$ cat src/rtl/round_sequencer.sv
// round_sequencer: game-round controller.
//   Turns raw win/lose/start levels into single debounced events, sequences
//   PLAY -> banner holds -> level progression -> game over, and owns the
//   level / lives / win tallies shown on the HUD.
// Ports:
//   clk, rst_n            clock, synchronous active-low reset
//   start, win_in, lose_in level inputs; each rising edge is one event
//   round_active          high only while playing (gates object motion)
//   level, level_wins, total_wins, lives   HUD counters
//   level_up              one-cycle pulse on entry to the level-up banner
//   banner                00 none, 01 win, 10 lose, 11 level-up
//   game_over, victory    end-of-game status
module round_sequencer #(
  parameter int WINS_PER_LEVEL = 5,
  parameter int MAX_LEVEL      = 15,
  parameter int START_LIVES    = 3,
  parameter int HOLD_CYCLES    = 1024
) (
  input  logic       clk,
  input  logic       rst_n,
  input  logic       start,
  input  logic       win_in,
  input  logic       lose_in,
  output logic       round_active,
  output logic [3:0] level,
  output logic [7:0] level_wins,
  output logic [7:0] total_wins,
  output logic [2:0] lives,
  output logic       level_up,
  output logic [1:0] banner,
  output logic       game_over,
  output logic       victory
);

  localparam int TW = $clog2(HOLD_CYCLES);

  typedef enum logic [2:0] {IDLE, PLAY, WIN_HOLD, LOSE_HOLD, LEVEL, OVER} state_t;

  state_t     state, state_nx;
  logic [2:0] in_q, in_prev;     // {start, win_in, lose_in}
  logic       start_ev, win_ev, lose_ev;
  logic [TW-1:0] timer, timer_nx;
  logic       hold_done;
  logic [3:0] level_nx;
  logic [7:0] level_wins_nx, total_wins_nx, wins_inc;
  logic [2:0] lives_nx;
  logic       victory_nx;

  // Inputs are registered once; an event is the first cycle the registered
  // copy is high, so a held level produces exactly one event.
  assign start_ev = in_q[2] & ~in_prev[2];
  assign win_ev   = in_q[1] & ~in_prev[1];
  assign lose_ev  = in_q[0] & ~in_prev[0];

  assign hold_done = (timer == TW'(HOLD_CYCLES - 1));
  assign wins_inc  = level_wins + 8'd1;

  always_ff @(posedge clk) begin
    if (!rst_n) begin
      state      <= IDLE;
      in_q       <= '0;
      in_prev    <= '0;
      timer      <= '0;
      level      <= '0;
      level_wins <= '0;
      total_wins <= '0;
      lives      <= '0;
      victory    <= 1'b0;
    end else begin
      state      <= state_nx;
      in_q       <= {start, win_in, lose_in};
      in_prev    <= in_q;
      timer      <= timer_nx;
      level      <= level_nx;
      level_wins <= level_wins_nx;
      total_wins <= total_wins_nx;
      lives      <= lives_nx;
      victory    <= victory_nx;
    end
  end

  always_comb begin
    state_nx      = state;
    timer_nx      = '0;          // timer is cleared whenever it is not counting
    level_nx      = level;
    level_wins_nx = level_wins;
    total_wins_nx = total_wins;
    lives_nx      = lives;
    victory_nx    = victory;
    case (state)
      IDLE, OVER: begin
        if (start_ev) begin
          state_nx      = PLAY;
          level_nx      = 4'd1;
          level_wins_nx = '0;
          total_wins_nx = '0;
          lives_nx      = 3'(START_LIVES);
          victory_nx    = 1'b0;
        end
      end
      PLAY: begin
        // win has priority; a simultaneous lose is dropped
        if (win_ev) begin
          total_wins_nx = (total_wins == 8'hFF) ? 8'hFF : total_wins + 8'd1;
          if (wins_inc == 8'(WINS_PER_LEVEL)) begin
            state_nx      = LEVEL;
            level_wins_nx = '0;
          end else begin
            state_nx      = WIN_HOLD;
            level_wins_nx = wins_inc;
          end
        end else if (lose_ev) begin
          lives_nx = lives - 3'd1;
          if (lives == 3'd1) begin
            state_nx   = OVER;
            victory_nx = 1'b0;
          end else begin
            state_nx = LOSE_HOLD;
          end
        end
      end
      WIN_HOLD, LOSE_HOLD: begin
        if (hold_done) state_nx = PLAY;
        else           timer_nx = timer + TW'(1);
      end
      LEVEL: begin
        // clearing the last level ends the game right after the entry cycle
        if (level == 4'(MAX_LEVEL)) begin
          state_nx   = OVER;
          victory_nx = 1'b1;
        end else if (hold_done) begin
          state_nx = PLAY;
          level_nx = level + 4'd1;
        end else begin
          timer_nx = timer + TW'(1);
        end
      end
      default: state_nx = IDLE;
    endcase
  end

  // LEVEL is always entered with the timer at zero, so timer==0 marks entry.
  assign level_up     = (state == LEVEL) && (timer == '0);
  assign round_active = (state == PLAY);
  assign game_over    = (state == OVER);

  always_comb begin
    banner = 2'b00;
    case (state)
      WIN_HOLD:  banner = 2'b01;
      LOSE_HOLD: banner = 2'b10;
      LEVEL:     banner = 2'b11;
      default:   banner = 2'b00;
    endcase
  end

endmodule

$ cat config.mk
export PLATFORM = sky130hd
export DESIGN_NAME = round_sequencer
export DESIGN_NICKNAME = d
export VERILOG_FILES = /design/src/rtl/round_sequencer.sv
export SDC_FILE = /design/constraint.sdc
export NUM_CORES = 1
export LEC_CHECK = 0
export ABC_CLOCK_PERIOD_IN_PS = 5200
export CORE_AREA = 2 2 49 97
export CTS_CLUSTER_DIAMETER = 100
export DETAILED_ROUTE_END_ITERATION = 8
export DIE_AREA = 0 0 51 99
export GPL_ROUTABILITY_DRIVEN = 0
export PLACE_DENSITY = 0.86
export RECOVER_POWER = 100
export SETUP_SLACK_MARGIN = 0.15
export SLEW_MARGIN = 40
export SYNTH_ARGS = -nofsm -noshare
export SYNTH_HDL_FRONTEND = slang
export SYNTH_SLANG_ARGS = --single-unit
export TNS_END_PERCENT = 50
$ cat constraint.sdc
create_clock -name clk -period 5.2 [get_ports clk]
set_clock_uncertainty 0.15 [all_clocks]
set_input_delay 1.3 -clock clk [delete_from_list [all_inputs] [get_ports clk]]
set_output_delay 1.3 -clock clk [all_outputs]
set_load 0.01 [all_outputs]
==> results by group <==
Die
  • Chip width: about 51 um
  • Die ar.: ~0.0050 mm^2
  • Num rows: 34
  • Num ports: 34
  • Die height: slightly below 100 um
  • Core region area: around 0.0043 mm^2
  • Starting density of the core: between 50% and 60%

Global route
  • Largest net degree at the start of global routing: 24
  • Tot GR Track Use: between 20% and 30%
  • Remaining global-route overflow: 0
  • Initial antenna violation count: 0
  • Vias in the first global route: roughly 2.2k
  • First-pass GRT wire length: between 9 and 10 mm

Layout
  • Share of cells above drive strength 1: about 6%
  • Nets@finish: between 300 and 400
  • Layout area overhead: 20.25%
  • Final non-filler cell total: between 300 and 400
  • Fill count: 392
  • Most frequent cells in the layout: 43 x dfxtp_1, 29 x nor2_1, 29 x dlygate4sd3_1
  • Inserted Diodes: 0
  • Final instance area: between 0.002 and 0.003 mm^2
  • Commonest non-fill, non-tap cell in the layout: dfxtp_1
  • Final core utilization: a little under two thirds

Placement
  • Placed insts: about 360
  • Post-DP Area: between 0.002 and 0.003 mm^2
  • Hpwl dp: between 3 and 4 mm
  • I/O Buffers: 33
  • Dpl ws: 1.756 ns

Power and ir drop
  • Worst vdd ir: approximately 0.24 mV
  • Int Power: approximately 500 uW
  • Leak Pwr: 1.081 nW
  • Sw Pwr: between 150 and 200 uW
  • Comb power frac: 11.9%
  • PD cells: approximately 250 mW/mm^2
  • Sw Share: between 20% and 30%
  • Clock power share: 38.0%
  • Seq pwr share: 50.1%

STA
  • Final Slew Violations: 0
  • Min Tclk post-route: approximately 4 ns
  • Max Clock Freq: 249.9 MHz
  • Slew margin rel.: between 30% and 40%
  • Setup TNS: 0 ns
  • Final hold vios: 0
  • Fin crit share: around 77%
  • Worst setup margin: 1.198 ns
  • RSZ-0062 raised after global routing: no
  • Setup Viol. Count Final: 0
  • Slew @ Worst Pin: between 0.9 and 1 ns

CTS
  • Post-CTS Setup Repair Bufs: 0
  • Worst-skew pair later-pin latency: approximately 0.3 ns
  • TritonCTS clock tree: done
  • Reg clk slew, reported paths: roughly 0.080 ns
  • Resize count post-CTS: 0
  • H-tree depth: 2
  • CTS sink cnt: 43
  • CTS Buf Count: 5
  • Root buffer cell: clkbuf_8
  • # hold bufs at CTS: 0
  • Bufs on Longest Clock Path: 2

Synthesis
  • Simple-Gate Fraction of Synth Area: between 20% and 30%
  • XOR/XNOR share of the synthesized area: ~3.4%
  • Main synth FF type: dfxtp_1
  • Complex-gate fraction of the synthesized area: 20.85%
  • Yosys top cell area share: between 30% and 40%
  • Syn Nets: 288
  • Main combinational cell family by area after synthesis: simple AND/OR/NAND/NOR gates
  • Synth Warn #: 0
  • Sequential-to-total area share from yosys stat: between 30% and 40%
  • Post-synthesis mux area share: 0%
  • Largest cells by area after synthesis: dfxtp_1 38%, nor2_1 4.6%, ha_1 4.4%
  • Avg Inst Size Synth: about 8.3 um^2
  • Post-Syn Area: 0.002286 mm^2
  • Synth Register Bits: 43
  • Synth Area in Adders: between 4 and 5%
  • Ys async rst share: 0%
  • Synth unique cells: 60
  • Cells after Synth: approximately 280
  • Area leader, netlist: dfxtp_1
  • Number of enable flip-flop cells after synthesis: 0

Worst setup path
  • Critical path cell sequence: dlygate4sd3_1 -> clkbuf_1 -> inv_1 -> clkbuf_1 -> or4_1 -> o31ai_1 -> a21o_1
  • CP endpoint kind: flop
  • Worst EP required: around 5.3 ns
  • CP max-delay cell: clkbuf_1
  • Worst r2r path cells: 7
  • Crit path max fanout: 23
  • Crit path depth: 7
  • CP most frequent cell: clkbuf_1
  • R2R setup slack: about 2.6 ns
  • Worst path bufs/invs: 4
  • CP delay by family, top: buffers and inverters
  • Crit path DAT: just over 4 ns
  • Critical Path Max Stage Delay: 0.70 ns
  • Critical Path Start Type: primary input
  • Critical setup path kind: in2reg

Worst hold path
  • Worst Hold Class: reg2reg
  • Hold depth: 1

Route
  • DR vias: around 2.2k
  • Vias/cell: between 6 and 7
  • Post-Route WL: 5.406 mm
  • TritonRoute pass-1 iters: 4
  • Antenna viol nets, final: 0
  • Initial DRC Count: 58
  • DRC errors left: 0
  • Wire per inst: 14.89 um

Outcome
  • Outcome: completed

Job
  • Max-cap viol count: 0
power by group through the flow:
stage,combinational [mW],clock (mW),sequential [mW]
global placement,0.0829,0,0.354
floorplan,0.0605,0,0.352
detailed placement,0.0839,0,0.354
CTS,0.0849,0.267,0.347
global route,0.0919,0.277,0.348
finish,0.0825,0.263,0.346
cell families (layout without fill, tap and decap cells):
kind of cell,count (synthesis),after routing
xor gates and xnor gates,9,9
DFF,43,43
and+or+nand+nor,123,123
AOI/OAI and AO/OA,71,71
adders and majority gates,8,8
buffers and inverters,21,55
worst paths after layout:
| path | startpoint | to |
|---|---|---|
| worst max-delay path | rst_n | level[3]$_SDFFE_PN0P_ |
| worst min-delay path | in_q[0]$_SDFF_PN0_ | in_prev[0]$_SDFF_PN0_ |
| worst max register to register | state[0]$_SDFFE_PN0P_ | level_wins[2]$_SDFFE_PN0P_ |
| worst min register to register | in_q[0]$_SDFF_PN0_ | in_prev[0]$_SDFF_PN0_ |
registers in the layout, indices dropped and copies added (netlist names):
register	count
victory	1
level_wins	8
lives	3
in_q	3
level	4
total_wins	8
state	3
in_prev	3
timer	10
layer usage:
metal / GRT usage (%) / vias to the layer above / part of all wire (%)
met2: 45.55 / 64 / 57
met1: 23.00 / 1051 / 37
met3: 3.939 / 13 / 3.6
met5: 0 / - / 0
li1: - / 1067 / -
met4: 11.64 / 0 / 2.3
worst register-to-register path: cells and delay by family, from the launching register on:
| family | cells | cell delay [ns] |
|---|---|---|
| and+or+nand+nor | 4 | 1.13 |
| DFF | 1 | 0.56 |
| buffers and inverters | 2 | 0.46 |
| AOI/OAI and AO/OA | 1 | 0.24 |
stage by stage:
stage | total power [mW] | hold slack, ns
final | 0.6921 | 0.3181
after global routing | 0.7173 | 0.3517
after CTS | 0.6989 | 0.3213
after detailed placement | 0.4382 | 0.3003
after global placement | 0.4368 | 0.3030
after floorplan | 0.4120 | 0.2809
cell usage after synthesis, drive strengths merged, types with 4 or more instances:
cell type	count
nand2b	5
xor2	6
nor3	5
and3	6
a21oi	20
nand2	22
buf	5
o21ai	16
ha	8
and2	8
o31ai	4
a31oi	4
nor2	30
inv	11
dfxtp	43
nand3	18
clkbuf	4
layout make-up:
type / instances / area [um^2] / area share (%)
Sequential cell: 43 / 860.8 / 31.32
Tap cell: 54 / 67.56 / 2.458
Clock buffer: 5 / 68.82 / 2.503
Clock inverter: 3 / 43.79 / 1.593
Timing Repair Buffer: 35 / 337.8 / 12.29
Inverter: 12 / 46.29 / 1.684
Multi-Input combinational cell: 211 / 1324 / 48.16
No activity file was read; power rests on OpenSTA's default activity.
